**src/rtl/mips_lite_pkg.sv**
```systemverilog
`default_nettype none
// ============================================================================
// Module   : mips_lite_pkg
// Brief    : Shared constants, opcodes and IFU state encoding for MIPS-lite.
// Revision : 1.0
// ============================================================================
package mips_lite_pkg;

    localparam logic [31:0] DEFAULT_RESET_PC = 32'h0000_3000;

    // Opcodes shared with the control decoder
    localparam logic [5:0] OP_RTYPE = 6'h00;
    localparam logic [5:0] OP_J     = 6'h02;
    localparam logic [5:0] OP_BEQ   = 6'h04;
    localparam logic [5:0] OP_ORI   = 6'h0d;
    localparam logic [5:0] OP_LUI   = 6'h0f;
    localparam logic [5:0] OP_LW    = 6'h23;
    localparam logic [5:0] OP_SW    = 6'h2b;

    typedef enum logic [1:0] {
        ST_FETCH = 2'd0,
        ST_HOLD  = 2'd1,
        ST_HALT  = 2'd2
    } ifu_state_e;

endpackage
`default_nettype wire

```
**src/rtl/ifu_npc.sv**
```systemverilog
`default_nettype none
// ============================================================================
// Module   : npc
// Brief    : Combinational next-PC: sequential, beq branch or j jump target.
// Revision : 1.0
// ============================================================================
module npc
    import mips_lite_pkg::*;
(
    input  logic [31:0] inst_pc,
    input  logic [25:0] inst_field,
    input  logic        br_taken,
    input  logic        jmp,
    output logic [31:0] next_pc
);

    logic [31:0] w_pc4;
    logic [31:0] w_br_off;

    assign w_pc4    = inst_pc + 32'd4;
    assign w_br_off = {{14{inst_field[15]}}, inst_field[15:0], 2'b00};

    // Jump has priority over a simultaneously reported branch
    always_comb begin
        next_pc = w_pc4;
        if (jmp) begin
            next_pc = {w_pc4[31:28], inst_field, 2'b00};
        end else if (br_taken) begin
            next_pc = w_pc4 + w_br_off;
        end
    end

endmodule
`default_nettype wire

```
**src/rtl/ifu.sv**
```systemverilog
`default_nettype none
// ============================================================================
// Module   : ifu
// Brief    : Single-outstanding instruction fetch unit with PC and FSM.
// Revision : 1.0
// ============================================================================
module ifu
    import mips_lite_pkg::*;
#(
    parameter logic [31:0] RESET_PC = DEFAULT_RESET_PC
) (
    input  logic        clk,
    input  logic        rst,
    output logic        imem_req,
    output logic [31:0] imem_addr,
    input  logic        imem_ready,
    input  logic [31:0] imem_rdata,
    output logic        inst_valid,
    output logic [31:0] inst,
    output logic [31:0] inst_pc,
    input  logic        inst_ack,
    input  logic        br_taken,
    input  logic        jmp,
    input  logic        halt
);

    ifu_state_e  r_state;
    logic [31:0] r_pc;
    logic [31:0] r_inst;
    logic [31:0] r_inst_pc;
    logic        r_req;
    logic        r_valid;
    logic [31:0] w_npc;

    npc u_npc (
        .inst_pc    (r_inst_pc),
        .inst_field (r_inst[25:0]),
        .br_taken   (br_taken),
        .jmp        (jmp),
        .next_pc    (w_npc)
    );

    // req/valid are registered alongside the state so no input reaches them
    always_ff @(posedge clk or posedge rst) begin
        if (rst) begin
            r_state   <= ST_FETCH;
            r_pc      <= RESET_PC;
            r_inst    <= 32'd0;
            r_inst_pc <= 32'd0;
            r_req     <= 1'b1;
            r_valid   <= 1'b0;
        end else begin
            case (r_state)
                ST_FETCH: begin
                    if (imem_ready) begin
                        r_inst    <= imem_rdata;
                        r_inst_pc <= r_pc;
                        r_state   <= ST_HOLD;
                        r_req     <= 1'b0;
                        r_valid   <= 1'b1;
                    end
                end
                ST_HOLD: begin
                    if (inst_ack) begin
                        r_pc    <= w_npc;
                        r_valid <= 1'b0;
                        if (halt) begin
                            r_state <= ST_HALT;
                            r_req   <= 1'b0;
                        end else begin
                            r_state <= ST_FETCH;
                            r_req   <= 1'b1;
                        end
                    end
                end
                ST_HALT: begin
                    r_req   <= 1'b0;
                    r_valid <= 1'b0;
                end
                default: begin
                    r_state <= ST_FETCH;
                    r_req   <= 1'b1;
                    r_valid <= 1'b0;
                end
            endcase
        end
    end

    assign imem_req   = r_req;
    assign imem_addr  = r_pc;
    assign inst_valid = r_valid;
    assign inst       = r_inst;
    assign inst_pc    = r_inst_pc;

endmodule
`default_nettype wire

```
**config.mk**
```make
export PLATFORM = sky130hd
export DESIGN_NAME = ifu
export DESIGN_NICKNAME = d
export VERILOG_FILES = /design/src/rtl/mips_lite_pkg.sv /design/src/rtl/ifu_npc.sv /design/src/rtl/ifu.sv
export SDC_FILE = /design/constraint.sdc
export NUM_CORES = 1
export LEC_CHECK = 0
export BUFFER_PORTS_ARGS = -buffer_cell sky130_fd_sc_hd__buf_4
export CAP_MARGIN = 30
export CORE_UTILIZATION = 30
export DETAILED_ROUTE_END_ITERATION = 10
export HOLD_SLACK_MARGIN = 0.08
export PLACE_DENSITY = 0.62
export SLEW_MARGIN = 20
export SYNTH_ARGS = -nofsm -noshare
export SYNTH_HDL_FRONTEND = slang
export SYNTH_HIERARCHICAL = 1
export SYNTH_SLANG_ARGS = --single-unit
```
**constraint.sdc**
```tcl
create_clock -name clk -period 3.9 [get_ports clk]
set_clock_uncertainty 0.1 [all_clocks]
set_input_delay 0.585 -clock clk [delete_from_list [all_inputs] [get_ports clk]]
set_output_delay 0.585 -clock clk [all_outputs]
set_load 0.05 [all_outputs]
```
-- After elaboration in Yosys (flattened, before gate mapping)
Index checks and enable logic that the tools add are counted.
- word-level logic and storage cells: 31
- bits in registers: 100
- equality and inequality tests: 4
- $add $sub $neg: 2
- bitwise operators: 1
- reduce and logical (&&, ||, !) cells: 5
- mux-type cells: 13
- operators by type and width (operator ; number):
    2-to-1 mux 32 bit ; 2
    adder 32 x 3 -> 32 bit, second input constant ; 1
    adder 32 bit ; 1
    2-to-1 mux 2 bit ; 3
    case mux 2 bit (3 select lines) ; 1
    AND reduction 2 bit ; 3
    2-to-1 mux 1 bit ; 5
    inequality test 2 bit, second input constant ; 2
    case mux 1 bit (3 select lines) ; 1
    AND reduction 3 bit ; 1
    equality test 2 x 1 -> 1 bit, second input constant ; 1
    equality test 2 bit, second input constant ; 1
    logical NOT 2 bit ; 1
    case mux 1 bit (2 select lines) ; 1
    NOT 1 bit ; 1

-- Longest topological paths before layout
- depth after elaboration: 4
- depth in mapped cells: 16

-- Hierarchy
The synthesis kept the hierarchy.
- by module, submodules not included (module ; instances ; cells an instance ; area each (µm²)):
    ifu ; 1 ; 222 ; 3890.0
    npc ; 1 ; 435 ; 3032.9

-- Worst setup path before layout
Ideal clock, no wire load.
- kind: reg-to-reg
- start point: register r_inst_pc[8] (netlist: inst_pc[8])
- end point: register r_pc[31] (netlist: imem_addr[31])
- period minus slack after synthesis: 4.202 ns
- required time: 3.675 ns
- arrival: 3.977 ns
- setup slack: -0.302 ns
- cell stages (with the launch flop): 16
- library setup time: 0.125 ns
- cell sequence: dfrtp_1 -> and4_2 -> nand3_1 -> nor4_1 -> nand2_1 -> xnor2_1 -> ha_1 -> clkbuf_1 -> a21o_1 -> a21oi_1 -> o21ai_0 -> a221o_1 -> or4_1 -> o221ai_1 -> nor4_1 -> mux2_4
- longest elaborated chain between the ends: 4
- RTL lines (element ; line ; source):
    from (decl) ; ifu.sv:30 ; logic [31:0] r_inst_pc;
    from (signal assigned) ; ifu.sv:57 ; r_inst_pc <= r_pc;
    adder 32 x 3 -> 32 bit (*) ; ifu_npc.sv:20 ; assign w_pc4 = inst_pc + 32'd4;
    adder 32 bit ; ifu_npc.sv:29 ; next_pc = w_pc4 + w_br_off;
    2-to-1 mux 32 bit ; ifu_npc.sv:28 ; end else if (br_taken) begin
    2-to-1 mux 32 bit (*) ; ifu_npc.sv:26 ; if (jmp) begin
    via w_npc[31] ; ifu.sv:33 ; logic [31:0] w_npc;
    to (signal assigned) ; ifu.sv:65 ; r_pc <= w_npc;
    to (decl) ; ifu.sv:28 ; logic [31:0] r_pc;
The timed path passes the listed nets; every way through them passes the cells marked *.
A chain may end at the register's enable or synchronous reset.

-- Worst setup path in the final report
- start point: register r_inst_pc[5] (netlist: inst_pc[5])
- end point: register r_pc[31] (netlist: imem_addr[31])
The elaborated chain is that of the path after synthesis.

==> run summary <==
Unrepaired setup endpoints after global routing: yes
Reg2Reg Launch Point: inst_pc[5]$_DFFE_PP0P_
CTS Hold Bufs: 0
Global-route wire length before repair: 33,400 microns
Vias in the first global route: 6,024
Mean Syn Cell Area: 10.5 sq um
Post-synth net total: 734
Fmax: 260 MHz
GP Congestion: 0.890
Slew @ Worst Pin: 0.775 ns
Seq/Total Area, Yosys: 36.2%
Crit path largest cell delay: 0.41 ns
Die width: 154 microns
CP Data Arrival Time: 4.00 ns
Crit. End Element: register
Worst setup margin: 0.0504 ns
Outcome: finished clean
Worst min-delay path class: in2async
Synth-to-Final Area Change: 31.9%
Post-route clock period utilization: 98.7%
Place WS: 0.0168 ns
Worst setup path startpoint: inst_pc[5]$_DFFE_PP0P_
Seq cells post-synth: 100
Ports: 137
Fraction of layout cells with a size suffix above 1: 44.9%
Residual DRC count: 0
Syn. warnings: 6
Final-report max-slew violation count: 0
Clk_lat worst skew: 0.36 ns
Post-Synth XOR/XNOR Area: 5.19%
Root buffer cell: clkbuf_16
Pre-antenna DRT Iters: 5
Max Buffers Root-to-Sink: 2
Die Span Y: 154 microns
Final hold viol count: 0
Post-synth EDFFs: 0
Initial antenna violation count: 0
Async set or reset register ratio after synthesis: 100%
Crit-path cells: and4_2 -> nand2_1 -> nor4_4 -> nand3_1 -> xnor2_2 -> ha_1 -> o21a_1 -> o21a_1 -> and2_2 -> a221o_1 -> or4_1 -> o221ai_1 -> nor4_1 -> mux2_4
Buffers on Ports: 136
Drt wl/cell: 18.4 microns
Antenna diode count: 0
Crit path top cell by count: o21a_1
Clk slew on worst S/H paths: 0.08 ns
Post-Synth Adder-Cell Area: 6.98%
H-tree Lvls: 3
Synth Area in Compound Gates: 15.1%
CP Max Fanout: 5
Layout Cells excl Fill: 1,141
Simple-Gate Fraction of Synth Area: 14.6%
Distinct cells, synth: 82
CP required: 4.05 ns
Most used DFF post-synth: dfrtp_1
Slew HR: 48.2%
CTS tree: yes
Num rows: 55
CP max-delay cell: or4_1
Mapped Cells: 657
HPWL Detailed: 15,800 microns
Largest family of logic cells by synthesized area: multiplexers
Final setup violation count: 0
Via-to-Cell Ratio: 5.22
Critical Path Source Type: register
Pin count of the biggest net entering global routing: 72
# nets final: 928
Multiplexer area fraction after synthesis: 18.6%
Gr usage total: 18.0%
CTS buffer count: 9
Core area: 22,600 sq um
Setup CP Type: reg2reg
Fin crit period: 3.85 ns
Reg-to-reg slack, setup: 0.05 ns
Vias: 5,955
Synthesized area: 6920 sq um
Die Area: 23,700 sq um
DRT antenna net count: 0
DRT iter0 DRCs: 413
Routed wire length: 21,000 microns
Post-placement cell count: 1,122
Maxcap violations: 0
Final setup TNS: 0 ns
Overflow left after global routing: 0
CTS sink cnt: 100
Initial core utilization: 30.6%
==> per-stage QoR <==
stage	hold WS (ns)	util (%)	area [sq um]
6_report	0.0920	40.3	9130
5_1_grt	0.114	40.3	9130
4_1_cts	0.331	39.6	8970
3_5_place_dp	0.397	38.4	8700
3_3_place_gp	0.393	38.4	8700
2_1_floorplan	0.417	-	6950
==> Yosys cell counts, types with 3 or more instances <==
cell type / number / share of area, %
a211oi_1: 3 / 0.33
a21o_1: 25 / 2.7
a21oi_1: 33 / 2.4
a21oi_2: 4 / 0.51
a221oi_1: 3 / 0.38
a2bb2oi_1: 3 / 0.38
a31oi_1: 5 / 0.45
and3_1: 9 / 0.81
and4_1: 4 / 0.51
buf_4: 6 / 0.65
buf_6: 6 / 0.98
clkbuf_1: 10 / 0.54
dfrtp_1: 97 / 35
dfstp_2: 3 / 1.1
ha_1: 37 / 6.7
inv_1: 12 / 0.65
mux2_1: 5 / 0.81
mux2_2: 64 / 10
mux2_4: 30 / 6.5
mux2i_1: 6 / 0.87
nand2_1: 47 / 2.5
nand2b_1: 4 / 0.36
nand3_1: 26 / 1.9
nand4_1: 8 / 0.72
nor2_1: 36 / 2.0
nor2b_1: 4 / 0.36
nor3_1: 12 / 0.87
nor4_1: 5 / 0.45
o211a_1: 3 / 0.43
o211ai_1: 3 / 0.33
o21a_1: 7 / 0.76
o21ai_0: 19 / 1.4
o21bai_1: 3 / 0.33
o22ai_1: 4 / 0.36
o31ai_1: 7 / 0.76
or3_1: 4 / 0.36
xnor2_1: 26 / 3.3
xor2_1: 15 / 1.9
==> worst max-delay path: cells and delay by family, from the launching register on <==
family	cells	cell delay [ns]
AND/OR/NAND/NOR	7	1.68
flip-flops	1	0.35
adder cells (fa/ha/maj)	1	0.27
XOR/XNOR	1	0.23
multiplexers	1	0.27
AO/OA/AOI/OAI	4	0.82
==> metal layers <==
layer / global-route usage, % / vias up / routed length, microns
met3: 2.99 / 30 / 911
met2: 30.5 / 164 / 10200
met1: 23.4 / 2924 / 9360
met5: 0 / - / 0
li1: - / 2837 / -
met4: 5.76 / 0 / 454
==> kinds of logic (layout without fill, tap and decap cells) <==
kind of cell	count (synthesis)	count (layout)
compound gates	148	148
mux	105	105
flops	100	100
xor+xnor	41	41
simple gates	186	186
fa+ha+maj	38	38
buf+inv	39	238
==> repair_timing <==
action                                  in CTS  in global routing
endpoints found under the setup margin       0                  9
setup buffers                                0                  2
gates resized for setup                      0                 22
==> state kept, by name, indices dropped and copies added (netlist names) <==
register    flops
imem_addr      32
imem_req        1
inst           32
inst_pc        32
inst_valid      1
r_state         2
==> placed cells by master, fill, tap and decap left out, types with 4 or more instances in the layout <==
master and instances:
a21o_1 25, a21oi_1 32, a21oi_2 5, a31oi_1 4, and3_1 9, buf_4 208, clkbuf_16 9, dfrtp_1 80
dfrtp_2 17, ha_1 34, inv_1 11, mux2_1 5, mux2_2 64, mux2_4 30, mux2i_1 6, nand2_1 47
nand2b_1 4, nand3_1 25, nand4_1 8, nor2_1 36, nor2b_1 4, nor3_1 10, o21a_1 7, o21ai_0 19
o22ai_1 4, o31ai_1 6, or3_1 4, xnor2_1 22, xnor2_2 4, xor2_1 13
==> final cells by class <==
cell class                      count  area, sq um
Fill cell                        2184        13500
Multi-Input combinational cell    518         4320
Sequential cell                   100         2530
Timing Repair Buffer              210         1610
Tap cell                          285          357
Clock buffer                       13          250
Inverter                           12         47.5
Clock inverter                      3         21.3
==> path summary, 6_finish.rpt <==
path	to	cells past startpoint
hold reg to reg	inst[31]$_DFFE_PP0P_	1
max in group asynchronous	imem_addr[12]$_DFFE_PP1P_	4
hold / removal	inst[31]$_DFFE_PP0P_	2
setup reg to reg	imem_addr[31]$_DFFE_PP0P_	14
setup / recovery	imem_addr[31]$_DFFE_PP0P_	14
min in group clk	inst[21]$_DFFE_PP0P_	2
Power is left out: the tool's default activity adds up to more than one toggle a clock period on the data nets, which glitch-free logic cannot reach.
